### src/rtl/instr_fetch_unit.sv
// Instruction fetch unit: latches the PC word address, runs a req/ack read to
// instruction memory, loads the returned word into IR and pulses pc_inc once per fetch.
module instr_fetch_unit #(
    parameter int ADDR_W  = 9,
    parameter int TIMEOUT = 16
) (
    input  logic              clock,
    input  logic              clear_n,
    input  logic              start,
    input  logic              flush,
    input  logic [31:0]       pc_in,
    output logic              mem_req,
    output logic [ADDR_W-1:0] mem_addr,
    input  logic              mem_ack,
    input  logic [31:0]       mem_rdata,
    output logic [31:0]       ir_out,
    output logic              ir_valid,
    output logic              pc_inc,
    output logic              busy,
    output logic              fetch_err,
    output logic [1:0]        state_dbg
);

    localparam int CNT_W = (TIMEOUT > 2) ? $clog2(TIMEOUT) : 1;
    localparam logic [CNT_W-1:0] CNT_LAST = CNT_W'(TIMEOUT - 1);

    typedef enum logic [1:0] {
        ST_IDLE = 2'd0,
        ST_REQ  = 2'd1,
        ST_DONE = 2'd2,
        ST_ERR  = 2'd3
    } state_t;

    state_t             r_state;
    state_t             w_next_state;
    logic [CNT_W-1:0]   r_count;
    logic [CNT_W-1:0]   w_count_nxt;
    logic               w_latch_addr;
    logic               w_load_ir;

    logic               r_mem_req;
    logic [ADDR_W-1:0]  r_mem_addr;
    logic [31:0]        r_ir;
    logic               r_ir_valid;
    logic               r_pc_inc;
    logic               r_busy;
    logic               r_fetch_err;

    // PC bits above the memory word address are deliberately not used.
    logic               w_unused_pc;
    assign w_unused_pc = ^pc_in[31:ADDR_W];

    // Next-state logic. Priority inside REQ: flush, then ack, then timeout.
    always_comb begin
        w_next_state = r_state;
        w_count_nxt  = r_count;
        w_latch_addr = 1'b0;
        w_load_ir    = 1'b0;
        case (r_state)
            ST_IDLE, ST_ERR: begin
                if (start && !flush) begin
                    w_next_state = ST_REQ;
                    w_latch_addr = 1'b1;
                    w_count_nxt  = '0;
                end
            end
            ST_REQ: begin
                if (flush) begin
                    w_next_state = ST_IDLE;
                end else if (mem_ack) begin
                    w_next_state = ST_DONE;
                    w_load_ir    = 1'b1;
                end else if (r_count == CNT_LAST) begin
                    w_next_state = ST_ERR;
                end else begin
                    w_count_nxt = r_count + 1'b1;
                end
            end
            ST_DONE: begin
                w_next_state = ST_IDLE;
            end
            default: begin
                w_next_state = ST_IDLE;
            end
        endcase
    end

    // Every output is a flop decoded from the next state, so it is glitch-free
    // and lines up with the state it describes.
    always_ff @(posedge clock or negedge clear_n) begin
        if (!clear_n) begin
            r_state     <= ST_IDLE;
            r_count     <= '0;
            r_mem_req   <= 1'b0;
            r_mem_addr  <= '0;
            r_ir        <= '0;
            r_ir_valid  <= 1'b0;
            r_pc_inc    <= 1'b0;
            r_busy      <= 1'b0;
            r_fetch_err <= 1'b0;
        end else begin
            r_state     <= w_next_state;
            r_count     <= w_count_nxt;
            r_mem_req   <= (w_next_state == ST_REQ);
            r_busy      <= (w_next_state == ST_REQ) || (w_next_state == ST_DONE);
            r_ir_valid  <= (w_next_state == ST_DONE);
            r_pc_inc    <= (w_next_state == ST_DONE);
            r_fetch_err <= (w_next_state == ST_ERR);
            if (w_latch_addr) begin
                r_mem_addr <= pc_in[ADDR_W-1:0];
            end
            if (w_load_ir) begin
                r_ir <= mem_rdata;
            end
        end
    end

    assign mem_req   = r_mem_req;
    assign mem_addr  = r_mem_addr;
    assign ir_out    = r_ir;
    assign ir_valid  = r_ir_valid;
    assign pc_inc    = r_pc_inc;
    assign busy      = r_busy;
    assign fetch_err = r_fetch_err;
    assign state_dbg = r_state;

endmodule

### config.mk
export PLATFORM = sky130hd
export DESIGN_NAME = instr_fetch_unit
export DESIGN_NICKNAME = d
export VERILOG_FILES = /design/src/rtl/instr_fetch_unit.sv
export SDC_FILE = /design/constraint.sdc
export NUM_CORES = 1
export LEC_CHECK = 0
export CAP_MARGIN = 25
export CORE_UTILIZATION = 42
export DETAILED_ROUTE_END_ITERATION = 6
export GPL_TIMING_DRIVEN = 1
export PLACE_DENSITY = 0.86
export SKIP_CTS_REPAIR_TIMING = 1
export SYNTH_ARGS = -nofsm -noshare
export SYNTH_HDL_FRONTEND = slang
export SYNTH_SLANG_ARGS = --single-unit
### constraint.sdc
create_clock -name clock -period 3.3 [get_ports clock]
set_input_delay 0.33 -clock clock [delete_from_list [all_inputs] [get_ports clock]]
set_output_delay 0.33 -clock clock [all_outputs]
set_load 0.05 [all_outputs]
# [Word-level counts from Yosys, hierarchy flattened]
# Cells that the tools add are included.
[totals] ff_bits=51 input_bits=69 out_inout_bits=48
[classes] n_addsub=1 eq_ne=11 n_mux=15 n_reduce_logical=7
[op_table] cell="4-bit two-way mux" n=4
[op_table] cell="2-bit equality test (second input constant)" n=4
[op_table] cell="2-bit two-way mux" n=4
[op_table] cell="2-bit != test (second input constant)" n=4
[op_table] cell="4-bit case mux with 2 select lines" n=1
[op_table] cell="2-bit case mux with 3 select lines" n=1
[op_table] cell="1-bit two-way mux" n=5
[op_table] cell="5-bit AND reduction" n=1
[op_table] cell="4-bit by 1-bit adder with 4-bit output (second input constant)" n=1
[op_table] cell="2-bit by 1-bit equality test with 1-bit output (second input constant)" n=2
[op_table] cell="4-bit equality test (second input constant)" n=1
[op_table] cell="2-bit zero test" n=1
[op_table] cell="2-bit nonzero test" n=1
[op_table] cell="2-bit OR reduction" n=1
[op_table] cell="1-bit logical AND" n=1
[op_table] cell="1-bit zero test" n=1
[op_table] cell="1-bit logical OR" n=1

# [Logic depth before layout (Yosys ltp)]
# Gate-level depths: netlist of run 1.
[depth] word_depth=7 depth_mapped=8 mapped_depth_nobuf=7

# [Worst setup path before layout of run 1]
# Ideal clock, no wire load.
[synth_timing] path_kind="register to register" startpoint="reg r_state[1] (netlist: state_dbg[1])" endpoint="reg r_fetch_err (netlist: fetch_err)" setup_time_ps=121 t_arrival_ps=1959 slack_ps=1220 stages_incl_launch_ff=8 n_path_buf=2 synth_period_minus_slack_ps=2080 path_cell_list="dfrtp_1 -> inv_1 -> ha_1 -> buf_6 -> and2_1 -> buf_6 -> o32a_1 -> ha_1"
[synth_via] word_cells_on_any_way=11 classes_between="eq/ne (4); mux (5); reduce/logical (2)"
[synth_lines] element="from (decl)" line_no="34" text="state_t r_state;"
[synth_lines] element="from (signal assigned)" line_no="102" text="r_state <= w_next_state;"
[synth_lines] element="2-bit equality test or 2-bit zero test (tied branches)" line_no="59" text="case (r_state)"
[synth_lines] element="2-bit OR reduction" line_no="59"
[synth_lines] element="2-bit case mux with 3 select lines (*)" line_no="59"
[synth_lines] element="named net w_next_state[0]" line_no="35" text="state_t w_next_state;"
[synth_lines] element="2-bit equality test (*)" line_no="108" text="r_fetch_err <= (w_next_state == ST_ERR);"
[synth_lines] element="to (signal assigned)" line_no="108"
[synth_lines] element="to (decl)" line_no="47" text="logic r_fetch_err;"
# Mark *: on every way through the listed nets, which the timed path passes. The rest lies on a longest branch.
# A chain may end at the register's enable or synchronous reset.

# [Worst setup path after layout of run 1]
[layout_timing] startpoint="reg r_state[1] (netlist: state_dbg[1])" endpoint="reg r_busy (netlist: busy)"
[layout_via] elab_chain_cells=6 word_cells_on_any_way=13 classes_between="eq/ne (5); mux (5); reduce/logical (3)"
[layout_lines] element="2-bit two-way mux" line_no="73" text="end else if (r_count == CNT_LAST) begin"
[layout_lines] element="2-bit two-way mux" line_no="70" text="end else if (mem_ack) begin"
[layout_lines] element="2-bit two-way mux" line_no="68" text="if (flush) begin"
[layout_lines] element="2-bit case mux with 3 select lines (*)" line_no="59"
[layout_lines] element="2-bit by 1-bit equality test with 1-bit output or 2-bit equality test (tied branches)" line_no="105" text="r_busy <= (w_next_state == ST_REQ) || (w_next_state == ST_DONE);"
[layout_lines] element="1-bit logical OR (*)" line_no="105"
[layout_lines] element="to (signal assigned)" line_no="105"
[layout_lines] element="to (decl)" line_no="46" text="logic r_busy;"
# Every way passes the cells marked *; elsewhere a longest branch is shown, timed or not.

==> key figures, run 1 <==
Power
  • Standby leakage power: ~1.3 nW
  • Clock power frac: under 10%
  • Power per cell area: approximately 1100 nW/um^2
  • Switching component of the power: 0.001706 W
  • Max IR drop VDD: between 600 and 700 uV
  • Portion of total power attributed to sequential cells: between 20% and 30%
  • Cell internal power dissipation: roughly 0.0019 W
  • Sw frac: approximately 48%
  • Power share of the combinational group: between 60% and 70%
  • Overall power consumption: ~0.0036 W

Yosys
  • Combinational family with the most area after synthesis: multiplexers
  • Share of cell area taken by muxes after synthesis: between 20% and 30%
  • Area leader, netlist: sky130_fd_sc_hd__dfrtp_1
  • Post-synth top cells: sky130_fd_sc_hd__dfrtp_1 (51), sky130_fd_sc_hd__mux2_2 (41), sky130_fd_sc_hd__ha_1 (5), sky130_fd_sc_hd__nand3_1 (5)
  • Total of flip-flops plus latches after synthesis: just over 50
  • Simple-gate area share of the yosys netlist: about 7.3%
  • Cell count after synthesis: 146
  • Post-synth cell types: 28
  • Summed instance area of the synthesized netlist: 2148 um^2
  • Top post-synthesis cells by area: sky130_fd_sc_hd__dfrtp_1 (59%), sky130_fd_sc_hd__mux2_2 (21%), sky130_fd_sc_hd__ha_1 (2.9%), sky130_fd_sc_hd__buf_6 (1.6%), sky130_fd_sc_hd__o32ai_1 (1.2%)
  • Net count after synthesis: 220
  • Yosys warnings: 0
  • Arithmetic-cell share of the synthesized area counting full adders, half adders and majority gates: under 10%
  • Sequential area share after synthesis: approximately 59%
  • Post-synthesis compound-gate area fraction: 5.766%
  • Fraction of synthesized cell area in xor and xnor cells: 0%
  • Leading cell type by number of instances after synthesis: sky130_fd_sc_hd__dfrtp_1
  • Post-Syn Area per Cell: ~15 um^2
  • Number of enable-type register cells in the synthesized netlist: 0
  • Post-synth ARST share: 100.0%
  • Proportion of netlist area held by the largest area contributor: around three fifths
  • Primary FF master, synth: sky130_fd_sc_hd__dfrtp_1

STA
  • Measured slew at the worst slew-check pin: around 0.52 ns
  • Max-slew headroom: roughly two thirds
  • Final count of negative-setup-slack endpoints: 0
  • Unrepaired setup endpoints after global routing: no
  • Final slew viol count: 0
  • Final Skew: approximately 0.0055 ns
  • Fmax achieved: ~480 MHz
  • Post-layout min period: between 2 and 2.5 ns
  • Total negative slack: 0 ns
  • Final critical-path share of the clock period: 63.78%
  • Endpoints failing hold: 0

Die
  • Effective utilization at floorplan: between 40% and 50%
  • Std-Cell Rows: 25
  • Vertical die dimension: roughly 74 um
  • Core Footprint: ~4800 um^2
  • Die outline area: approximately 5400 um^2
  • Number of top-level design ports: approximately 120
  • Die X: roughly 74 um

Global routing
  • Number of antenna violations at the first check in global routing: 0
  • Global-route total usage across every layer: ~17%
  • Overall overflow remaining after global route: 0
  • Vias in the first global route: between 1000 and 1500
  • Largest net degree at the start of global routing: 44
  • Global-route wire length before repair: roughly 7000 um

Status
  • Result of the run: complete, no violations

Critical path
  • Critical Path End Type: flop
  • Crit-path slowest cell: sky130_fd_sc_hd__ha_1
  • Largest delay contributor family on the critical path: adder cells
  • Crit path buf inv count: 2
  • Worst Path Required: about 3.5 ns
  • Setup crit start kind: flop
  • Largest fanout on the critical path: 11
  • Worst-path cell chain: inv_1 -> ha_1 -> and2_1 -> o32ai_1 -> ha_1 -> inv_1
  • Endpoint arrival time on the critical path: 2.31 ns
  • Largest stage delay on the critical path: between 0.5 and 0.6 ns
  • Worst Path Class, Setup: reg -> reg

Layout
  • Non-filler instance count after layout: about 310
  • Synthesis-to-layout area growth: 50.55%
  • Proportion of layout cells with a drive suffix above 1: about a quarter
  • # diodes: 0
  • Number of fill cells: around 380
  • Layout Utilization: between 60% and 70%
  • # nets final: roughly 320

Detailed routing
  • Uppermost routed layer: met4
  • Routed via count: 1563
  • Met3 Routed Length: 458 um
  • Met1 routed wirelength after detailed routing: ~1800 um
  • Average routed wire per standard cell: 14.34 um
  • Total wirelength of the detailed-routed design: roughly 4500 um
  • Number of optimization iterations in the first detailed-route pass: 4
  • Met2 layer wire length in the routed design: 2155 um
  • Post-route antenna net violation count: 0
  • DRC violation count after routing: 0
  • Starting DRT DRC Count: 36
  • Vias/cell: 5.026

Place
  • Buffers on Ports: 93
  • Global placement routability congestion: 0.8427
  • Post-DP HPWL: between 3000 and 4000 um
  • Cell count after placement: 301

Job
  • Number of max-cap violations: 0

Clock tree
  • Number of H-tree levels: 2
  • Buffer cell driving the clock tree root: sky130_fd_sc_hd__clkbuf_8
  • Clock latency reported for the late side of the worst-skew pair: 0.30 ns
  • Number of CTS-inserted buffers: 5
  • Number of buffers between clock root and the deepest sink: 2
  • Reg clk slew, reported paths: ~0.09 ns
  • TritonCTS clock tree: yes
  • Clock tree sinks: just over 50

Hold path
  • Worst min-delay path class: in -> async
## power by group through the flow
| stage | Clock (W) | Combinational [W] | Sequential (W) |
|---|---|---|---|
| global placement | 0 | 0.00214 | 0.00105 |
| detailed placement | 0 | 0.00217 | 0.00107 |
| floorplan | 0 | 0.000491 | 0.00204 |
| global route | 0.000394 | 0.00225 | 0.00109 |
| finish | 0.000353 | 0.00216 | 0.00105 |
| CTS | 0.000370 | 0.00217 | 0.00105 |
## stage by stage
stage                     setup WS (ns)  hold WS [ns]  instance area [um^2]
after detailed placement          1.090        0.4913                  3117
after CTS                         1.205        0.1929                  3204
after floorplan                   1.220       0.03441                  2148
final                             1.195        0.3480                  3234
after global routing              1.063        0.3353                  3234
after global placement            1.102        0.4863                  3117
## cell usage in the layout, fill, tap and decap left out, types with 2 or more instances in the layout
cell / count
sky130_fd_sc_hd__and2_1: 2
sky130_fd_sc_hd__nand3_1: 5
sky130_fd_sc_hd__a2111oi_0: 2
sky130_fd_sc_hd__nand2_1: 2
sky130_fd_sc_hd__o32ai_1: 3
sky130_fd_sc_hd__nor2b_1: 2
sky130_fd_sc_hd__o21ai_0: 2
sky130_fd_sc_hd__nor2_1: 2
sky130_fd_sc_hd__clkbuf_8: 5
sky130_fd_sc_hd__clkinv_2: 2
sky130_fd_sc_hd__ha_1: 5
sky130_fd_sc_hd__o32a_1: 2
sky130_fd_sc_hd__inv_1: 3
sky130_fd_sc_hd__o41ai_1: 2
sky130_fd_sc_hd__nand2b_1: 3
sky130_fd_sc_hd__o211ai_1: 2
sky130_fd_sc_hd__buf_4: 2
sky130_fd_sc_hd__clkdlybuf4s50_1: 92
sky130_fd_sc_hd__a2bb2oi_1: 2
sky130_fd_sc_hd__dfrtp_1: 51
sky130_fd_sc_hd__mux2_2: 41
## state kept, by name, summed over array words and instances (netlist names)
name and flops:
ir_out 32, mem_addr 9, r_count 4, state_dbg 2, busy 1, fetch_err 1, mem_req 1, pc_inc 1
## area by class of cell
class	count	area (um^2)	share of cell area, %
flip-flops and latches	51	1276	39.46
repair buffers	97	970.9	30.02
multi-input cells	85	804.5	24.87
well taps	67	83.83	2.592
clock buffers	5	68.82	2.128
clock inverters	3	18.77	0.5803
inverters	3	11.26	0.3482
## kinds of logic after synthesis
| family | count (synthesis) |
|---|---|
| adders and majority gates | 5 |
| and+or+nand+nor | 24 |
| buffers and inverters | 10 |
| AOI/OAI and AO/OA | 15 |
| DFF | 51 |
| muxes | 41 |
## worst paths after layout
path	startpoint	to	slack, ns	depth (start not counted)
min in group clock	ir_out[9]	ir_out[9]	0.51	1
worst min-delay path	clear_n	ir_out[7]	0.35	2
worst max register to register	state_dbg[1]	busy	1.20	6
worst min register to register	ir_out[9]	ir_out[9]	0.51	1
max in group asynchronous	clear_n	ir_out[23]	2.36	4
worst max-delay path	state_dbg[1]	busy	1.20	6
## per-layer routing
metal,global-route usage [%],vias up
met5,0,-
met4,5.342,0
met3,7.133,5
met2,28.34,82
met1,20.50,752
li1,-,724
No activity file was read; power rests on OpenSTA's default activity.
==> inputs of run 2 (changes only) <==
--- a/config.mk
+++ b/config.mk
@@ -6,10 +6,10 @@
 export NUM_CORES = 1
 export LEC_CHECK = 0
 export CAP_MARGIN = 25
-export CORE_UTILIZATION = 42
+export CORE_UTILIZATION = 39
 export DETAILED_ROUTE_END_ITERATION = 6
 export GPL_TIMING_DRIVEN = 1
-export PLACE_DENSITY = 0.86
+export PLACE_DENSITY = 0.81
 export SKIP_CTS_REPAIR_TIMING = 1
 export SYNTH_ARGS = -nofsm -noshare
 export SYNTH_HDL_FRONTEND = slang
==> constraint.sdc (replaced) <==
create_clock -name clock -period 2.1 [get_ports clock]
set_input_delay 0.21 -clock clock [delete_from_list [all_inputs] [get_ports clock]]
set_output_delay 0.21 -clock clock [all_outputs]
set_load 0.05 [all_outputs]
==> key figures, run 2 (synthesized netlist as in run 1, its figures left out) <==
STA
  • WHS: approximately 0.024 ns
  • Max-slew headroom: between 40% and 50%
  • Total negative slack: 0 ns
  • Smallest setup slack after layout: between 0.15 and 0.2 ns
  • Final count of negative-setup-slack endpoints: 0
  • Fmax achieved: about 510 MHz
  • Final slew viol count: 0
  • Measured slew at the worst slew-check pin: 0.8479 ns
  • Endpoints failing hold: 0
  • Final critical-path share of the clock period: about 93%
  • Final Skew: around 0.0093 ns
  • Post-layout min period: slightly below 2 ns
  • Unrepaired setup endpoints after global routing: no

Global routing
  • Global-route wire length before repair: 7534 um
  • Vias in the first global route: between 1500 and 2000
  • Global routing met2 resource utilization: about 28%
  • Global-route total usage across every layer: about 16%
  • Overall overflow remaining after global route: 0
  • Largest net degree at the start of global routing: 39
  • Met3 track demand over resource: 4.192%
  • GR Util met1: a little over 20%
  • Busiest layer in global routing: met2
  • Number of antenna violations at the first check in global routing: 0

Detailed routing
  • Average routed wire per standard cell: approximately 14 um
  • Vias/cell: 4.962
  • Routed via count: ~1600
  • Starting DRT DRC Count: between 60 and 70
  • Total wirelength of the detailed-routed design: around 4500 um
  • Number of optimization iterations in the first detailed-route pass: 4
  • Post-route antenna net violation count: 0
  • DRC violation count after routing: 0

Die
  • Die X: 76.22 um
  • Die outline area: 5809 um^2
  • Number of top-level design ports: approximately 120
  • Vertical die dimension: ~76 um
  • Core Footprint: 5205 um^2
  • Effective utilization at floorplan: 41.27%
  • Std-Cell Rows: 26

Clock tree
  • TritonCTS clock tree: yes
  • Number of H-tree levels: 2
  • Buffer cell driving the clock tree root: sky130_fd_sc_hd__clkbuf_8
  • Number of buffers between clock root and the deepest sink: 2
  • Number of CTS-inserted buffers: 5
  • Clock latency reported for the late side of the worst-skew pair: about 0.29 ns
  • Clock tree sinks: 51
  • Reg clk slew, reported paths: about 0.090 ns

Place
  • Buffers on Ports: 93
  • Post-DP HPWL: 3313 um
  • Post-Place Cell Area: about 3200 um^2
  • Cell count after placement: slightly above 300
  • Global placement routability congestion: around 0.76
  • Worst Setup Slack post-DPL: roughly 0.12 ns

Power
  • Power per cell area: about 1700 nW/um^2
  • Cell internal power dissipation: around 0.003 W
  • Switching component of the power: about 0.0027 W
  • Sw frac: 47.59%
  • Power share of the combinational group: 61.2%
  • Portion of total power attributed to sequential cells: between 20% and 30%
  • Max IR drop VDD: 790.5 uV
  • Clock power frac: 9.5%
  • Standby leakage power: roughly 1.4 nW

Status
  • Result of the run: complete, no violations

Layout
  • Flip-flop count of the largest register after layout: 32
  • Non-filler instance count after layout: ~310
  • Final standard cell area without fillers: ~3300 um^2
  • # diodes: 0
  • Synthesis-to-layout area growth: 51.31%
  • # nets final: 318
  • Highest-count cells in the layout ignoring fill and taps: sky130_fd_sc_hd__clkdlybuf4s50_1 (92), sky130_fd_sc_hd__dfrtp_1 (51), sky130_fd_sc_hd__mux2_2 (41)
  • Proportion of layout cells with a drive suffix above 1: a little under a quarter
  • Leading cell type in the layout, fill and taps excluded: sky130_fd_sc_hd__clkdlybuf4s50_1

Critical path
  • Critical Path End Type: flop
  • Worst Path Class, Setup: reg -> reg
  • Reg2reg start: state_dbg[1]
  • Worst Path Required: approximately 2.3 ns
  • Endpoint arrival time on the critical path: roughly 2.2 ns
  • Largest fanout on the critical path: 12
  • Crit path from: state_dbg[1]
  • Setup crit start kind: flop

Hold path
  • Worst min-delay path class: in -> async

Job
  • Number of max-cap violations: 0
-- run 2: through the flow --
stage                     total power, W  utilization (%)
after global placement          0.005036            60.87
final                           0.005601            62.45
after global routing            0.005876            62.45
after detailed placement        0.005114            60.87
after CTS                       0.005659            62.45
after floorplan                 0.003977                -
-- run 2: area by class of cell --
type / count / area (um^2)
clock buffers: 5 / 68.82
clock inverters: 2 / 13.76
fillers: 422 / 1954
inverters: 3 / 11.26
multi-input cells: 85 / 804.5
flip-flops and latches: 51 / 1276
well taps: 70 / 87.58
repair buffers: 98 / 988.4
-- run 2: worst max-delay path, cell delays in order (launching register included) --
cell and delay (ns):
sky130_fd_sc_hd__dfrtp_1 0.41, sky130_fd_sc_hd__inv_1 0.06, sky130_fd_sc_hd__ha_1 0.42, sky130_fd_sc_hd__nand2b_1 0.19
sky130_fd_sc_hd__o32ai_1 0.44, sky130_fd_sc_hd__ha_1 0.32, sky130_fd_sc_hd__inv_1 0.06
-- run 2: power groups by stage --
stage	Clock [W]	Sequential, W	Combinational [W]
floorplan	0	0.00321	0.000772
global placement	0	0.00164	0.00340
detailed placement	0	0.00167	0.00345
CTS	0.000558	0.00165	0.00345
global route	0.000596	0.00171	0.00357
finish	0.000531	0.00164	0.00343
-- run 2: final timing paths --
kind / slack, ns / cells after the start / end
max in group asynchronous: 1.43 / 2 / ir_out[23]
hold / removal: 0.02 / 1 / ir_out[4]
setup reg to reg: 0.15 / 6 / busy
setup / recovery: 0.15 / 6 / busy
hold reg to reg: 0.51 / 1 / ir_out[27]
min in group clock: 0.51 / 1 / ir_out[27]
-- run 2: metal layers --
metal / vias to the layer above / part of all wire [%]
met3: 4 / 7.4
met1: 758 / 42
met5: - / 0
met4: 0 / 0.84
li1: 730 / -
met2: 66 / 50
